**config.mk**
```make
export PLATFORM = sky130hd
export DESIGN_NAME = fft_frame_seq
export DESIGN_NICKNAME = d
export VERILOG_FILES = /design/src/rtl/fft_frame_seq.sv
export SDC_FILE = /design/constraint.sdc
export NUM_CORES = 1
export LEC_CHECK = 0
export ABC_CLOCK_PERIOD_IN_PS = 2600
export CORE_UTILIZATION = 45
export DETAILED_ROUTE_END_ITERATION = 7
export PLACE_DENSITY = 0.88
export SYNTH_ARGS = -nofsm -noshare
export SYNTH_HDL_FRONTEND = slang
export SYNTH_SLANG_ARGS = --single-unit
export TNS_END_PERCENT = 5
```
**constraint.sdc**
```tcl
create_clock -name clk -period 2.6 [get_ports clk]
set_input_delay 0.65 -clock clk [delete_from_list [all_inputs] [get_ports clk]]
set_output_delay 0.65 -clock clk [all_outputs]
set_load 0.05 [all_outputs]
```
**src/rtl/fft_frame_seq.sv**
```systemverilog
// Frame sequencer between the ADC capture path, an AXI-stream style FFT core and the spectrum RAM.
// Runs key-triggered single frames or back-to-back frames in continuous mode, with sticky error flags.
module fft_frame_seq #(
    parameter int FFT_N  = 1024,
    parameter int CNT_W  = 10,
    parameter int DATA_W = 16
) (
    input  logic                  clk,
    input  logic                  rst,
    input  logic [1:0]            key,
    input  logic [DATA_W-1:0]     adc_data,
    input  logic                  adc_valid,
    output logic [DATA_W-1:0]     fft_s_data,
    output logic                  fft_s_valid,
    output logic                  fft_s_last,
    input  logic                  fft_s_ready,
    input  logic [2*DATA_W-1:0]   fft_m_data,
    input  logic                  fft_m_valid,
    input  logic                  fft_m_last,
    output logic                  fft_m_ready,
    output logic                  ram_wr_en,
    output logic [CNT_W-1:0]      ram_wr_addr,
    output logic [2*DATA_W-1:0]   ram_wr_data,
    output logic                  busy,
    output logic                  cont_mode,
    output logic                  frame_done,
    output logic                  overrun,
    output logic                  len_err
);

    typedef enum logic [1:0] {S_IDLE, S_FILL, S_DRAIN, S_DONE} state_t;

    localparam logic [CNT_W-1:0] CNT_MAX = CNT_W'(FFT_N - 1);

    state_t                state_q, state_d;
    logic [1:0]            key_d0_q, key_d0_d;
    logic [1:0]            key_d1_q, key_d1_d;
    logic [CNT_W-1:0]      in_cnt_q, in_cnt_d;
    logic [CNT_W-1:0]      out_cnt_q, out_cnt_d;
    logic [DATA_W-1:0]     s_data_q, s_data_d;
    logic                  s_valid_q, s_valid_d;
    logic                  wr_en_q, wr_en_d;
    logic [CNT_W-1:0]      wr_addr_q, wr_addr_d;
    logic [2*DATA_W-1:0]   wr_data_q, wr_data_d;
    logic                  cont_q, cont_d;
    logic                  ovr_q, ovr_d;
    logic                  lerr_q, lerr_d;

    logic [1:0]            key_req;
    logic                  s_hs;
    logic                  s_last;
    logic                  bin_end;

    always_comb begin
        state_d   = state_q;
        key_d0_d  = key;
        key_d1_d  = key_d0_q;
        in_cnt_d  = in_cnt_q;
        out_cnt_d = out_cnt_q;
        s_data_d  = s_data_q;
        s_valid_d = s_valid_q;
        wr_en_d   = 1'b0;
        wr_addr_d = wr_addr_q;
        wr_data_d = wr_data_q;
        cont_d    = cont_q;
        ovr_d     = ovr_q;
        lerr_d    = lerr_q;

        // Keys are active-low: a request is a synchronised high-to-low transition.
        key_req = key_d1_q & ~key_d0_q;
        s_hs    = s_valid_q && fft_s_ready;
        s_last  = s_valid_q && (in_cnt_q == CNT_MAX);
        bin_end = (out_cnt_q == CNT_MAX);

        if (state_q == S_IDLE) begin
            if (|key_req) begin
                ovr_d  = 1'b0;
                lerr_d = 1'b0;
                if (key_req[1]) cont_d = 1'b1;
            end
        end else if (key_req[1]) begin
            cont_d = 1'b0;
        end

        case (state_q)
            S_IDLE: begin
                if (|key_req) state_d = S_FILL;
            end
            S_FILL: begin
                if (s_hs) in_cnt_d = in_cnt_q + 1'b1;
                if (s_hs && s_last) begin
                    s_valid_d = 1'b0;
                    state_d   = S_DRAIN;
                end else if (adc_valid && (!s_valid_q || fft_s_ready)) begin
                    s_data_d  = adc_data;
                    s_valid_d = 1'b1;
                end else begin
                    if (s_hs) s_valid_d = 1'b0;
                    if (adc_valid && s_valid_q && !fft_s_ready) ovr_d = 1'b1;
                end
            end
            S_DRAIN: begin
                if (fft_m_valid) begin
                    wr_en_d   = 1'b1;
                    wr_addr_d = out_cnt_q;
                    wr_data_d = fft_m_data;
                    out_cnt_d = out_cnt_q + 1'b1;
                    // Leave on whichever end marker arrives first; a disagreement is flagged.
                    if (bin_end || fft_m_last) state_d = S_DONE;
                    if (bin_end != fft_m_last) lerr_d = 1'b1;
                end
            end
            S_DONE: begin
                in_cnt_d  = '0;
                out_cnt_d = '0;
                state_d   = cont_d ? S_FILL : S_IDLE;
            end
            default: state_d = S_IDLE;
        endcase
    end

    always_ff @(posedge clk) begin
        if (rst) begin
            state_q   <= S_IDLE;
            key_d0_q  <= 2'b11;
            key_d1_q  <= 2'b11;
            in_cnt_q  <= '0;
            out_cnt_q <= '0;
            s_data_q  <= '0;
            s_valid_q <= 1'b0;
            wr_en_q   <= 1'b0;
            wr_addr_q <= '0;
            wr_data_q <= '0;
            cont_q    <= 1'b0;
            ovr_q     <= 1'b0;
            lerr_q    <= 1'b0;
        end else begin
            state_q   <= state_d;
            key_d0_q  <= key_d0_d;
            key_d1_q  <= key_d1_d;
            in_cnt_q  <= in_cnt_d;
            out_cnt_q <= out_cnt_d;
            s_data_q  <= s_data_d;
            s_valid_q <= s_valid_d;
            wr_en_q   <= wr_en_d;
            wr_addr_q <= wr_addr_d;
            wr_data_q <= wr_data_d;
            cont_q    <= cont_d;
            ovr_q     <= ovr_d;
            lerr_q    <= lerr_d;
        end
    end

    assign fft_s_data  = s_data_q;
    assign fft_s_valid = s_valid_q;
    assign fft_s_last  = s_last;
    assign fft_m_ready = (state_q == S_DRAIN);
    assign ram_wr_en   = wr_en_q;
    assign ram_wr_addr = wr_addr_q;
    assign ram_wr_data = wr_data_q;
    assign busy        = (state_q != S_IDLE);
    assign cont_mode   = cont_q;
    assign frame_done  = (state_q == S_DONE);
    assign overrun     = ovr_q;
    assign len_err     = lerr_q;

endmodule

```
* Word level (Yosys, flattened, before mapping)
Cells that the tools add are included.
Cells by class: add/subtract/negate cells 2, multiply operators 0, div/mod/pow operators 0, $lt $le $gt $ge 0, equality and inequality tests 11, shifts and indexed selects 0, muxes and demuxes 29, bitwise gates (word level) 4, reduce and logical (&&, ||, !) cells 23
Operators with widths (count):
- $pmux 10 s2 | 2
- $add 10x1->10 const B | 2
- $eq 10x10->1 const B | 2
- $mux 1 | 20
- $mux 10 | 2
- $mux 2 | 4
- $pmux 2 s4 | 1
- $reduce_and 2->1 | 4
- $logic_and 1x1->1 | 6
- $ne 2x2->1 const B | 3
- $reduce_bool 2->1 | 3
- $eq 2x2->1 const B | 2
- $ne 2x1->1 const B | 2
- $reduce_and 4->1 | 1
- $reduce_or 2->1 | 2
- $reduce_and 3->1 | 1
- $reduce_bool 3->1 | 1
- $and 2x2->2 | 1
- $eq 2x1->1 const B | 1
- $logic_not 1->1 | 2
- $logic_not 2->1 | 1
- $logic_or 1x1->1 | 2
- $not 1->1 | 2
- $not 2->2 | 1
- $ne 1x1->1 | 1
Word-level totals: bits in registers 89, latch bits 0, RAM bits 0, bits in read-only memories 0, input bits 56, output and inout port bits 67, word-level logic and storage cells 82, memories kept 0

* Depth between registers and ports, before layout
depth after elaboration 9, mapped depth 8, gate-level depth less buffers 8

* Worst setup path after synthesis
OpenSTA, ideal clock, no wires.
kind register to output, from register s_valid_q, in the netlist fft_s_valid, to output fft_s_last, arrival time 2.053 ns, data required time 1.950 ns, setup slack -0.103 ns, cell stages (with the launch flop) 3, buffers on the path 0, cells stage by stage dfxtp_1 -> nand4_1 -> nor3_1
Between the ends: cells in the longest elaborated chain, start to end 1
RTL lines:
- start: declaration | line 41 | logic s_valid_q, s_valid_d;
- start signal: assignment | line 144 | s_valid_q <= s_valid_d;
- $logic_and 1x1->1 | line 72 | s_last = s_valid_q && (in_cnt_q == CNT_MAX);
- end: declaration | line 15 | output logic fft_s_last,
No other way between the ends.

* Worst setup path after layout
from register s_valid_q, in the netlist fft_s_valid, to output fft_s_valid
RTL lines:
- end: declaration | line 14 | output logic fft_s_valid,
No word-level cell between the ends.

==> qor.yml <==
run_status:
  status: "completed"
setup_path:
  cp_cell_sequence: "clkdlybuf4s50_1"
  crit_buf_inv: 1
  cp_slowest_cell: "clkdlybuf4s50_1"
  path_class: "flip-flop to output port"
  critPathLaunchType: "flip-flop"
  r2r_slack_ns: 0.38
  cp_data_required_time_ns: 1.95
  arrival_ns: 1.63
  cp-end-kind: "output port"
  cp_max_fo: 7
  slowest_delay_ns: 0.84
  cpLargestDelayFamily: "buffers and inverters"
detailed_routing:
  num_vias: 3113
  wl_um: 8261
  first_pass_iters: 4
  via_per_inst: 4.981
  drt-initial-drc-count: 113
  drc: 0
  ant_nets: 0
  routedWlPerCell_um: 13.22
sta:
  period_share_pct: 87.87
  finalSetupViolations: 0
  max-slew-margin-rel_pct: 30.18
  finalMaxSlewViolations: 0
  tightest_slew_ns: 1.045
  tns_ns: 0
  clock_skew_ns: 0.01290
  hold_violations: 0
  fmax_mhz: 437.7
  finalCriticalPeriod_ns: 2.285
  rsz0062_at_grt: "false"
synth:
  yosys.area_share.adder_pct: 2.862
  synthesis.nets: 465
  syn_avg_cell_area_um2: 8.721
  yosys.area_share.simple_pct: 21.65
  synth_ff_type: "dfxtp_1"
  synthArstFlopShare_pct: 0
  synth_mux_area_share_pct: 5.796
  ys.warnings.count: 0
  ys_ff_latch: 89
  syn-cell-area_um2: 3497
  synth_top_family_by_area: "simple AND/OR/NAND/NOR gates"
  synth_xor_area_share_pct: 3.506
  syn_inst: 401
  synth-compound-area-share_pct: 11.56
  synthDistinctLibCells: 40
  synth_edf_count: 0
  synth-seq-area-share_pct: 50.95
power:
  p_int_mw: 2.283
  leakagePower_nw: 1.826
  pwr-share-clk_pct: 23.1
  finalPower_mw: 3.624
  seqPwrFrac_pct: 42.7
  peakVddDrop_mv: 0.5918
  p_per_area_nw_per_um2: 729.7
  swShare_pct: 37.01
  p_switching_mw: 1.341
  combPwrFrac_pct: 34.2
floorplanning:
  core_um2: 7370
  die_area_um2: 8128
  die_width_um: 90.16
  rows: 31
  die_y_um: 90.16
  io_pins: 123
  start_util_pct: 47.45
clocking:
  root_buffer: "clkbuf_8"
  numCtsBuffers: 9
  cts.sinks: 89
  htreeDepth: 3
  cts_hold_buffers: 0
  cts_tree: "yes"
  clk_latency_ns: 0.35
  cts_resized: 0
  cts_buffer_depth: 2
  clkTransAtPathRegs_ns: 0.09
  post-cts-setup-buffer-count: 0
grt:
  grt_pass1_vias: 2975
  antenna_found_initial: 0
  grt_pass1_wl_um: 13780
  grt_max_degree: 45
  grt.overflow.total: 0
  grtUsageTotal_pct: 20.95
finish:
  final_cell_mix: "117 x clkdlybuf4s50_1, 96 x nand2_1, 89 x dfxtp_1"
  num_antenna_cells: 0
  final_layout_size_suffix_gt1_share_pct: 7.034
  final_common_cell: "clkdlybuf4s50_1"
  fin_nets: 585
  fin_cells: 625
  area.growth.synth_to_final_pct: 42.00
run:
  maxCapViolCount: 0
hold_path:
  holdCritPathClass: "flip-flop to flip-flop"
placed_design:
  dp_hpwl_um: 5967
  dpl.cell_count: 609
  place_congestion: 0.8734
  port_buffers: 122
[cell type report]
| class | instances | area, um^2 |
|---|---|---|
| Multi-Input combinational cell | 284 | 1602 |
| Clock inverter | 6 | 42.54 |
| Tap cell | 99 | 123.9 |
| Inverter | 8 | 30.03 |
| Timing Repair Buffer | 129 | 1259 |
| Clock buffer | 10 | 127.6 |
| Fill cell | 624 | 2404 |
| Sequential cell | 89 | 1782 |
[cell families (layout without fill, tap and decap cells)]
family	after synthesis	count (layout)
AO/OA/AOI/OAI	69	69
XOR/XNOR	14	14
adder cells (fa/ha/maj)	8	8
buffers and inverters	28	153
flip-flops	89	89
multiplexers	20	20
AND/OR/NAND/NOR	173	173
[flip-flops by register name (all words and copies together), names as in the netlist, 2 cells and up]
register     cells
out_cnt_q       10
ram_wr_addr     10
in_cnt_q        10
state_q          2
ram_wr_data     32
fft_s_data      16
key_d0_q         2
key_d1_q         2
[metal layers]
metal / vias up / track usage (%) / part of all wire [%]
li1: 1572 / - / -
met1: 1435 / 24.88 / 42
met2: 90 / 35.43 / 50
met3: 16 / 4.907 / 5.4
met4: 0 / 10.35 / 2.5
met5: - / 0 / 0
[per-stage QoR]
step	cell area (um^2)	setup WS [ns]	utilization, %	hold slack (ns)
after global placement	4796	0.3967	65.08	0.4206
after global routing	4966	0.1741	67.39	0.4754
after CTS	4966	0.2960	67.39	0.4508
after detailed placement	4796	0.3578	65.08	0.4299
final	4966	0.3154	67.39	0.4481
after floorplan	3502	0.3093	-	0.4075
[cells in the mapped netlist, drive strengths merged (2+ instances only)]
cell,n,share of area [%]
clkbuf,18,1.9
a32oi,2,0.50
ha,8,2.9
xnor2,10,2.5
nand4,3,0.97
mux2,2,0.64
nor2,38,4.1
buf,2,0.89
mux2i,18,5.2
nand2b,8,1.4
nor3,4,0.57
or2,4,0.72
a21oi,50,7.2
nand3,8,1.3
dfxtp,89,51
and3,2,0.36
a211oi,3,0.64
nor4,3,0.54
a22oi,2,0.43
a21o,2,0.43
nor2b,2,0.36
nand2,96,10
o21ai,2,0.29
inv,8,0.86
xor2,4,1.0
and2,2,0.36
[power groups by stage]
stage	Combinational [mW]	Clock (mW)	Sequential (mW)
floorplan	0.551	0	1.88
global placement	1.22	0	1.57
detailed placement	1.24	0	1.58
CTS	1.25	0.856	1.55
global route	1.33	0.923	1.57
finish	1.24	0.835	1.55
[worst reg2reg max path: stages (launching register included)]
cell,delay [ns]
dfxtp_1,0.39
ha_1,0.23
nand4_1,0.22
o311ai_4,0.90
mux2i_1,0.27
nor2_1,0.07
[final timing paths]
path | start | endpoint | depth (start not counted)
worst min register to register | key_d0_q[0]$_SDFF_PP1_ | key_d1_q[0]$_SDFF_PP1_ | 1
worst min-delay path | key_d0_q[0]$_SDFF_PP1_ | key_d1_q[0]$_SDFF_PP1_ | 1
worst max-delay path | fft_s_valid$_SDFFE_PP0P_ | fft_s_valid | 1
worst max register to register | in_cnt_q[0]$_SDFFE_PP0P_ | fft_s_data[0]$_SDFFE_PP0P_ | 5
No activity file was read; power rests on OpenSTA's default activity.
